## config.mk

```make
export PLATFORM = sky130hd
export DESIGN_NAME = dhm_pwr_seq_flat
export DESIGN_NICKNAME = d
export VERILOG_FILES = /design/src/rtl/dhm_pwr_seq_if.sv /design/src/rtl/dhm_pwr_seq.sv /design/src/flat_wrapper.sv
export SDC_FILE = /design/constraint.sdc
export NUM_CORES = 1
export LEC_CHECK = 0
export ABC_AREA = 1
export BUFFER_PORTS_ARGS = -buffer_cell sky130_fd_sc_hd__buf_4
export CORE_ASPECT_RATIO = 0.6
export CORE_MARGIN = 3
export CORE_UTILIZATION = 51
export DETAILED_ROUTE_END_ITERATION = 6
export PLACE_DENSITY = 0.75
export REMOVE_ABC_BUFFERS = 1
export SLEW_MARGIN = 20
export SYNTH_ARGS = -nofsm -noshare
export SYNTH_HDL_FRONTEND = slang
export SYNTH_SLANG_ARGS = --single-unit
```

## constraint.sdc

```tcl
create_clock -name clk -period 1.6 [get_ports clk]
set_input_delay 0.24 -clock clk [delete_from_list [all_inputs] [get_ports clk]]
set_output_delay 0.24 -clock clk [all_outputs]
set_load 0.005 [all_outputs]
```

## src/rtl/dhm_pwr_seq_if.sv

```systemverilog
// -----------------------------------------------------------------------------
// dhm_pwr_seq_if
//
// Purpose : Groups the control and status signals between the power/retention
//           sequencer and its surroundings (request logic, datapath idle
//           detect, power switch, and the gated core's retention/reset pins).
//
// Signals :
//   req_sleep        level request to power the domain down
//   req_wake         level request to power the domain up
//   dp_idle          datapath holds no in-flight data
//   sleep_ack        power switch acknowledge, asynchronous to clk
//   err_clr          clears the sticky ack-timeout flag
//   blk_in           blocks upstream traffic while the domain is not ON
//   pd_reset_n       domain reset, active low
//   rreg_save(_n)    retention save strobe and complement
//   rreg_restore(_n) retention restore strobe and complement
//   sleep(_n)        power-gate request and complement
//   pwr_up           high only while the domain is fully ON
//   state            current sequencer state encoding
//   err              sticky ack-timeout flag
//
// Modports:
//   master : the environment; drives requests, idle, ack and err_clr
//   slave  : the sequencer; drives the power/retention controls and status
// -----------------------------------------------------------------------------
interface dhm_pwr_seq_if;
    logic       req_sleep;
    logic       req_wake;
    logic       dp_idle;
    logic       sleep_ack;
    logic       err_clr;

    logic       blk_in;
    logic       pd_reset_n;
    logic       rreg_save;
    logic       rreg_save_n;
    logic       rreg_restore;
    logic       rreg_restore_n;
    logic       sleep;
    logic       sleep_n;
    logic       pwr_up;
    logic [2:0] state;
    logic       err;

    modport master (
        output req_sleep, req_wake, dp_idle, sleep_ack, err_clr,
        input  blk_in, pd_reset_n, rreg_save, rreg_save_n,
               rreg_restore, rreg_restore_n, sleep, sleep_n,
               pwr_up, state, err
    );

    modport slave (
        input  req_sleep, req_wake, dp_idle, sleep_ack, err_clr,
        output blk_in, pd_reset_n, rreg_save, rreg_save_n,
               rreg_restore, rreg_restore_n, sleep, sleep_n,
               pwr_up, state, err
    );
endinterface

```

## src/rtl/dhm_pwr_seq.sv

```systemverilog
// -----------------------------------------------------------------------------
// dhm_pwr_seq
//
// Purpose : Power/retention sequencer for the power-gated DES datapath core.
//           Going down it drains in-flight traffic, pulses retention save and
//           requests power gating, then holds the domain in reset while off.
//           Coming up it ungates power, pulses retention restore and releases
//           the domain reset.
//
// Ports   :
//   clk      core clock
//   reset_n  asynchronous active-low reset (lands in RELEASE, as a cold boot)
//   bus      dhm_pwr_seq_if.slave -- requests, idle, switch ack, err_clr in;
//            blk_in, pd_reset_n, retention strobes, sleep, pwr_up, state,
//            err out
//
// Parameters:
//   SAVE_CYC    cycles rreg_save is held high            (1..2^CW-1)
//   RESTORE_CYC cycles rreg_restore is held high         (1..2^CW-1)
//   RST_CYC     cycles pd_reset_n is held low in RELEASE (1..2^CW-1)
//   ACK_TIMEOUT cycles to wait for synchronized ack      (1..2^CW-1)
//   CW          width of the shared down-counter
// -----------------------------------------------------------------------------
module dhm_pwr_seq #(
    parameter int SAVE_CYC    = 4,
    parameter int RESTORE_CYC = 4,
    parameter int RST_CYC     = 8,
    parameter int ACK_TIMEOUT = 255,
    parameter int CW          = 8
) (
    input  logic          clk,
    input  logic          reset_n,
    dhm_pwr_seq_if.slave  bus
);

    typedef enum logic [2:0] {
        ST_ON      = 3'd0,
        ST_DRAIN   = 3'd1,
        ST_SAVE    = 3'd2,
        ST_PGATE   = 3'd3,
        ST_OFF     = 3'd4,
        ST_UNGATE  = 3'd5,
        ST_RESTORE = 3'd6,
        ST_RELEASE = 3'd7
    } state_t;

    // A timed state is entered with N-1 and leaves on the edge where the
    // counter reads zero, so it lasts exactly N cycles.
    localparam logic [CW-1:0] SAVE_LD    = CW'(SAVE_CYC - 1);
    localparam logic [CW-1:0] RESTORE_LD = CW'(RESTORE_CYC - 1);
    localparam logic [CW-1:0] RST_LD     = CW'(RST_CYC - 1);
    localparam logic [CW-1:0] ACK_LD     = CW'(ACK_TIMEOUT - 1);

    // -------------------------------------------------------------------------
    // sleep_ack synchronizer
    // -------------------------------------------------------------------------
    logic ack_m;
    logic ack_s;

    // NOTE: clocked state is written with non-blocking assignments so every
    // flop samples the pre-edge value of every other flop, independent of
    // the order the simulator evaluates the processes in.
    always_ff @(posedge clk or negedge reset_n) begin
        if (!reset_n) begin
            ack_m <= 1'b0;
            ack_s <= 1'b0;
        end else begin
            ack_m <= bus.sleep_ack;
            ack_s <= ack_m;
        end
    end

    // -------------------------------------------------------------------------
    // State, counter and error register
    // -------------------------------------------------------------------------
    state_t          state_q, state_d;
    logic [CW-1:0]   cnt_q, cnt_d;
    logic            err_q, err_d;
    logic            timeout;
    logic            cnt_zero;

    assign cnt_zero = (cnt_q == '0);

    always_ff @(posedge clk or negedge reset_n) begin
        if (!reset_n) begin
            state_q <= ST_RELEASE;
            cnt_q   <= RST_LD;
            err_q   <= 1'b0;
        end else begin
            state_q <= state_d;
            cnt_q   <= cnt_d;
            err_q   <= err_d;
        end
    end

    // -------------------------------------------------------------------------
    // Next-state logic
    // -------------------------------------------------------------------------
    // NOTE: every signal assigned here gets a default before the case, so no
    // path leaves it unassigned and no latch is inferred.
    always_comb begin
        state_d = state_q;
        cnt_d   = cnt_zero ? cnt_q : cnt_q - 1'b1;
        timeout = 1'b0;

        case (state_q)
            ST_ON: begin
                // A wake request arriving together with sleep is meaningless
                // here; the domain is already up.
                if (bus.req_sleep) begin
                    state_d = ST_DRAIN;
                end
            end

            ST_DRAIN: begin
                // Wake aborts the power-down before anything is saved.
                if (bus.req_wake) begin
                    state_d = ST_ON;
                end else if (bus.dp_idle) begin
                    state_d = ST_SAVE;
                    cnt_d   = SAVE_LD;
                end
            end

            ST_SAVE: begin
                if (cnt_zero) begin
                    state_d = ST_PGATE;
                    cnt_d   = ACK_LD;
                end
            end

            ST_PGATE: begin
                // An ack on the final cycle still counts as a clean handshake.
                if (ack_s) begin
                    state_d = ST_OFF;
                end else if (cnt_zero) begin
                    state_d = ST_OFF;
                    timeout = 1'b1;
                end
            end

            ST_OFF: begin
                if (bus.req_wake) begin
                    state_d = ST_UNGATE;
                    cnt_d   = ACK_LD;
                end
            end

            ST_UNGATE: begin
                if (!ack_s) begin
                    state_d = ST_RESTORE;
                    cnt_d   = RESTORE_LD;
                end else if (cnt_zero) begin
                    state_d = ST_RESTORE;
                    cnt_d   = RESTORE_LD;
                    timeout = 1'b1;
                end
            end

            ST_RESTORE: begin
                if (cnt_zero) begin
                    state_d = ST_RELEASE;
                    cnt_d   = RST_LD;
                end
            end

            ST_RELEASE: begin
                if (cnt_zero) begin
                    state_d = ST_ON;
                end
            end
        endcase

        // A timeout on the same cycle as err_clr wins so the event is not lost.
        if (timeout) begin
            err_d = 1'b1;
        end else if (bus.err_clr) begin
            err_d = 1'b0;
        end else begin
            err_d = err_q;
        end
    end

    // -------------------------------------------------------------------------
    // Registered outputs
    // -------------------------------------------------------------------------
    // Outputs are decoded from the next state and registered, so they change
    // on the same edge as the state and never glitch. Each complement is its
    // own flop with the inverted reset value; a pair can never read equal.
    logic pd_reset_n_q, blk_in_q, pwr_up_q;
    logic save_q, save_n_q, restore_q, restore_n_q, sleep_q, sleep_n_q;

    logic pd_reset_n_d, blk_in_d, pwr_up_d, save_d, restore_d, sleep_d;

    always_comb begin
        // The domain stays out of reset until it has actually been gated.
        pd_reset_n_d = (state_d == ST_ON)   || (state_d == ST_DRAIN) ||
                       (state_d == ST_SAVE) || (state_d == ST_PGATE);
        blk_in_d     = (state_d != ST_ON);
        pwr_up_d     = (state_d == ST_ON);
        save_d       = (state_d == ST_SAVE);
        restore_d    = (state_d == ST_RESTORE);
        sleep_d      = (state_d == ST_PGATE) || (state_d == ST_OFF);
    end

    // NOTE: every output flop has an explicit asynchronous reset value so the
    // gated core sees a defined, safe level the instant reset_n falls.
    always_ff @(posedge clk or negedge reset_n) begin
        if (!reset_n) begin
            pd_reset_n_q <= 1'b0;
            blk_in_q     <= 1'b1;
            pwr_up_q     <= 1'b0;
            save_q       <= 1'b0;
            save_n_q     <= 1'b1;
            restore_q    <= 1'b0;
            restore_n_q  <= 1'b1;
            sleep_q      <= 1'b0;
            sleep_n_q    <= 1'b1;
        end else begin
            pd_reset_n_q <= pd_reset_n_d;
            blk_in_q     <= blk_in_d;
            pwr_up_q     <= pwr_up_d;
            save_q       <= save_d;
            save_n_q     <= ~save_d;
            restore_q    <= restore_d;
            restore_n_q  <= ~restore_d;
            sleep_q      <= sleep_d;
            sleep_n_q    <= ~sleep_d;
        end
    end

    assign bus.pd_reset_n     = pd_reset_n_q;
    assign bus.blk_in         = blk_in_q;
    assign bus.pwr_up         = pwr_up_q;
    assign bus.rreg_save      = save_q;
    assign bus.rreg_save_n    = save_n_q;
    assign bus.rreg_restore   = restore_q;
    assign bus.rreg_restore_n = restore_n_q;
    assign bus.sleep          = sleep_q;
    assign bus.sleep_n        = sleep_n_q;
    assign bus.state          = state_q;
    assign bus.err            = err_q;

endmodule
```

## src/flat_wrapper.sv

```systemverilog
// flat-port wrapper written by rule: the top's interface ports become plain ports
module dhm_pwr_seq_flat 
#(
    parameter int SAVE_CYC    = 4,
    parameter int RESTORE_CYC = 4,
    parameter int RST_CYC     = 8,
    parameter int ACK_TIMEOUT = 255,
    parameter int CW          = 8
)
  (clk, reset_n, bus_req_sleep, bus_req_wake, bus_dp_idle, bus_sleep_ack, bus_err_clr, bus_blk_in, bus_pd_reset_n, bus_rreg_save, bus_rreg_save_n, bus_rreg_restore, bus_rreg_restore_n, bus_sleep, bus_sleep_n, bus_pwr_up, bus_state, bus_err);
  dhm_pwr_seq_if bus_i ();
  input  logic clk;
  input  logic reset_n;
  input wire logic [$bits(bus_i.req_sleep)-1:0] bus_req_sleep;
  input wire logic [$bits(bus_i.req_wake)-1:0] bus_req_wake;
  input wire logic [$bits(bus_i.dp_idle)-1:0] bus_dp_idle;
  input wire logic [$bits(bus_i.sleep_ack)-1:0] bus_sleep_ack;
  input wire logic [$bits(bus_i.err_clr)-1:0] bus_err_clr;
  output wire logic [$bits(bus_i.blk_in)-1:0] bus_blk_in;
  output wire logic [$bits(bus_i.pd_reset_n)-1:0] bus_pd_reset_n;
  output wire logic [$bits(bus_i.rreg_save)-1:0] bus_rreg_save;
  output wire logic [$bits(bus_i.rreg_save_n)-1:0] bus_rreg_save_n;
  output wire logic [$bits(bus_i.rreg_restore)-1:0] bus_rreg_restore;
  output wire logic [$bits(bus_i.rreg_restore_n)-1:0] bus_rreg_restore_n;
  output wire logic [$bits(bus_i.sleep)-1:0] bus_sleep;
  output wire logic [$bits(bus_i.sleep_n)-1:0] bus_sleep_n;
  output wire logic [$bits(bus_i.pwr_up)-1:0] bus_pwr_up;
  output wire logic [$bits(bus_i.state)-1:0] bus_state;
  output wire logic [$bits(bus_i.err)-1:0] bus_err;
  assign bus_i.req_sleep = bus_req_sleep;
  assign bus_i.req_wake = bus_req_wake;
  assign bus_i.dp_idle = bus_dp_idle;
  assign bus_i.sleep_ack = bus_sleep_ack;
  assign bus_i.err_clr = bus_err_clr;
  assign bus_blk_in = bus_i.blk_in;
  assign bus_pd_reset_n = bus_i.pd_reset_n;
  assign bus_rreg_save = bus_i.rreg_save;
  assign bus_rreg_save_n = bus_i.rreg_save_n;
  assign bus_rreg_restore = bus_i.rreg_restore;
  assign bus_rreg_restore_n = bus_i.rreg_restore_n;
  assign bus_sleep = bus_i.sleep;
  assign bus_sleep_n = bus_i.sleep_n;
  assign bus_pwr_up = bus_i.pwr_up;
  assign bus_state = bus_i.state;
  assign bus_err = bus_i.err;
  dhm_pwr_seq #(.SAVE_CYC(SAVE_CYC), .RESTORE_CYC(RESTORE_CYC), .RST_CYC(RST_CYC), .ACK_TIMEOUT(ACK_TIMEOUT), .CW(CW)) u_core (.clk(clk), .reset_n(reset_n), .bus(bus_i));
endmodule
```

==> reports/summary.md <==
### Run status
• finished with violations — result of the run
• negative setup slack — violated checks

### Timing
• 0.06881 ns — minimum hold slack
• 624.6 MHz — maximum frequency from static timing analysis
• 0.001345 ns — Layout Skew
• 100.1% — fraction of the cycle the final worst path needs
• 0 — final-report hold violation count
• 80.33% — worst max-slew margin expressed relative to the limit
• true — unrepaired setup endpoints after global routing
• 0 — number of max-slew violations in the final report
• 1.601 ns — Final min period
• -0.001135 ns — final critical-path setup slack
• 1 — final setup violation count
• 0.2905 ns — Worst Max-Slew Pin Slew

### Cells and area
• 46.91% — proportion of layout cells with a drive suffix above 1
• 42.32% — area growth from synthesis to final layout
• 254 — net total in the final layout
• buf_4 — most common cell after layout, fill and taps aside
• 0 — total inserted antenna cells
• 47 x buf_4, 33 x nand2_1, 32 x nor2_1 — highest-count cells in the layout ignoring fill and taps

### Power
• 25.4% — sequential share of power
• 4199 uW — sum of internal, switching and leakage power
• 1.075 mV — peak supply drop
• 46.50% — switch share
• 2092 nW/um^2 — power per cell area
• 2246 uW — internal power contribution
• 8.9% — clock group share of total power
• 65.7% — share of total power in combinational logic
• 1952 uW — net switching power of the design
• 0.001060 uW — Leakage

### Die
• 2575 sq um — Core Area
• 14 — row cnt
• 46.73 microns — die extent in y
• 73.89 microns — chip width
• 54.76% — starting utilization of the core area
• 3453 sq um — die area
• 20 — top-level port count

### Clock tree
• 0.27 ns — Worst-Skew Late Latency
• 23 — number of sinks on the clock net
• yes — TritonCTS clock tree
• 1 — depth of the CTS H-tree
• 2 — clk buf depth
• 0.08 ns — clock transition at the registers of the reported paths
• clkbuf_8 — CTS Root Buffer Type
• 3 — clock buffers created by TritonCTS

### Synthesis
• 189 — Post-Synthesis Cells
• 23 — register bit total from synthesis
• 2.662% — fraction of the mapped netlist area in adder cells
• 41.70% — share of synthesized area occupied by flip-flops and latches
• 1410 sq um — cell area after technology mapping
• 27 — post-synth cell types
• 0 — EDFF count, synth
• 100.0% — async set-or-reset flop fraction in the synthesized netlist
• 37.71% — basic-gate share of the synthesized area counting and, or, nand and nor cells
• 0 — number of synthesis warnings
• simple AND/OR/NAND/NOR gates — main combinational cell family by area after synthesis
• dfrtp_1 — Main synth FF type
• 1.242% — xor-xnor portion of the synthesized cell area
• 7.461 sq um — Post-Synthesis Mean Instance Area
• 6.477% — Compound-Gate Fraction of Synth Area
• 0% — multiplexer area fraction after synthesis

### Worst hold path
• input port to flip-flop — class of the worst hold path

### Global route
• 0 — overall overflow remaining after global route
• 5851 microns — first-pass GRT wire length
• 1298 — number of global-route vias before repair
• 0 — number of antenna violations at the first check in global routing
• 24 — pin count of the biggest net entering global routing
• 22.92% — overall fraction of global-route tracks in use

### Critical path
• flip-flop — nature of the critical path startpoint
• 1.78 ns — Data arrival, critical path
• flip-flop — kind of end point of the critical path
• 2 — Crit path buffers/inverters
• 5 — largest driver fanout on the critical path
• clkinv_4, nand2_4, nor2_2, nand2_2, nand3_2, nor2_4, nand2_4, nand3_2, inv_2 — Critical Path, Cell by Cell
• 1.78 ns — Worst Path Required
• flip-flop to flip-flop — Crit Path Category
• dfstp_2 — highest-delay cell along the critical path
• 0.65 ns — longest individual stage delay on the worst path
• simple AND/OR/NAND/NOR gates — Top delay family on crit path

### Drt
• 88 — number of violations reported at the end of detailed-routing iteration 0
• 1449 — via count of the routed design
• 5.269 — average vias per placed instance
• 0 — DRC violation count after routing
• 0 — Routed Antenna Nets
• 4 — length of the first detailed-routing pass in iterations
• 14.43 microns — average wire per standard cell
• 3968 microns — sum of routed wire length over all layers

### Placed design
• 0.8845 — GP Congestion
• 19 — input/output buffers
• 2700 microns — Detail Placement HPWL

### Job
• 0 — number of maximum-capacitance constraint violations

==> area by class of cell <==
| cell class | instances | area, sq um |
|---|---|---|
| clock buffers | 3 | 41.29 |
| fillers | 167 | 568.0 |
| inverters | 32 | 130.1 |
| well taps | 32 | 40.04 |
| multi-input cells | 133 | 805.8 |
| flip-flops and latches | 23 | 588.1 |
| repair buffers | 51 | 396.6 |
| clock inverters | 1 | 5.005 |
==> what timing repair did <==
action                     in CTS  in global routing
cloned                          1                  0
buffers inserted                7                  6
setup endpoints to repair      15                 20
pin swaps                       7                 14
hold endpoints to repair       13                  0
hold buffers                    1                  0
resized for setup               8                 31
==> power by group through the flow <==
stage                     sequential (uW)  clock [uW]  combinational (uW)
final                                1070         372                2760
after floorplan                      1050           0                1340
after global placement               1050           0                2070
after global routing                 1090         399                3020
after detailed placement             1050           0                2130
after CTS                            1030         382                2340
==> synthesized netlist by cell type (2+ instances only) <==
master,count,area share [%]
dfrtp_1,13,23
ha_1,3,2.7
nor2_2,4,1.8
nand3_1,15,5.3
nor2_4,3,2.4
inv_2,7,1.9
nand2_1,40,11
nand4_1,2,0.89
inv_1,24,6.4
nor3_1,2,0.71
o21ai_0,6,2.1
a21oi_1,2,0.71
nand2_2,3,1.3
xor2_1,2,1.2
dfstp_2,10,19
nor2_1,36,9.6
o31ai_1,2,1.1
nand3_2,6,4.3
==> path summary, 6_finish.rpt <==
kind	startpoint	endpoint	slack, ns	depth (start not counted)
worst max register to register	u_core.bus.state[2]	u_core.bus.rreg_restore	-0.001	9
max in group asynchronous	reset_n	u_core.bus.state[1]	0.93	2
worst min-delay path	bus_sleep_ack	u_core.ack_m	0.07	1
min in group asynchronous	reset_n	u_core.bus.rreg_save	0.39	2
worst min register to register	u_core.ack_m	u_core.ack_s	0.36	0
worst max-delay path	u_core.bus.state[2]	u_core.bus.rreg_restore	-0.001	9
==> routing by layer <==
metal / GRT usage, % / part of all wire (%) / wire, microns / vias up
li1: - / - / - / 700
met1: 31.98 / 46 / 1830 / 677
met2: 34.33 / 44 / 1762 / 64
met3: 5.342 / 7.2 / 287 / 8
met4: 10.11 / 2.2 / 89 / 0
met5: 0 / 0 / 0 / -
==> kinds of logic after synthesis <==
kind of cell,Yosys count
AO/OA/AOI/OAI,15
XOR/XNOR,2
adder cells (fa/ha/maj),3
buffers and inverters,34
flip-flops,23
AND/OR/NAND/NOR,112
==> flip-flops by register name (all words and copies together) (netlist names) <==
name,count
u_core.ack_m,1
u_core.ack_s,1
u_core.bus.blk_in,1
u_core.bus.err,1
u_core.bus.pd_reset_n,1
u_core.bus.pwr_up,1
u_core.bus.rreg_restore,1
u_core.bus.rreg_restore_n,1
u_core.bus.rreg_save,1
u_core.bus.rreg_save_n,1
u_core.bus.sleep,1
u_core.bus.sleep_n,1
u_core.bus.state,3
u_core.cnt_q,8
==> metrics by stage <==
step	utilization, %	cells	area (sq um)	setup TNS [ns]	worst slack [ns]
5_1_grt	77.94	275	2007	-0.3306	-0.04573
3_5_place_dp	66.38	256	1709	-0.2405	-0.04905
6_report	77.94	275	2007	-0.001135	-0.001135
2_1_floorplan	-	187	1391	0	0.04865
3_3_place_gp	66.38	256	1709	-0.1365	-0.04559
4_1_cts	71.91	269	1852	-0.002553	-0.002553
==> worst register-to-register path, delay by kind of cell (launching register included) <==
family,cells,cell delay (ns)
flip-flops,1,0.65
buffers and inverters,2,0.15
AND/OR/NAND/NOR,7,0.70
(Power assumes the default switching activity.)
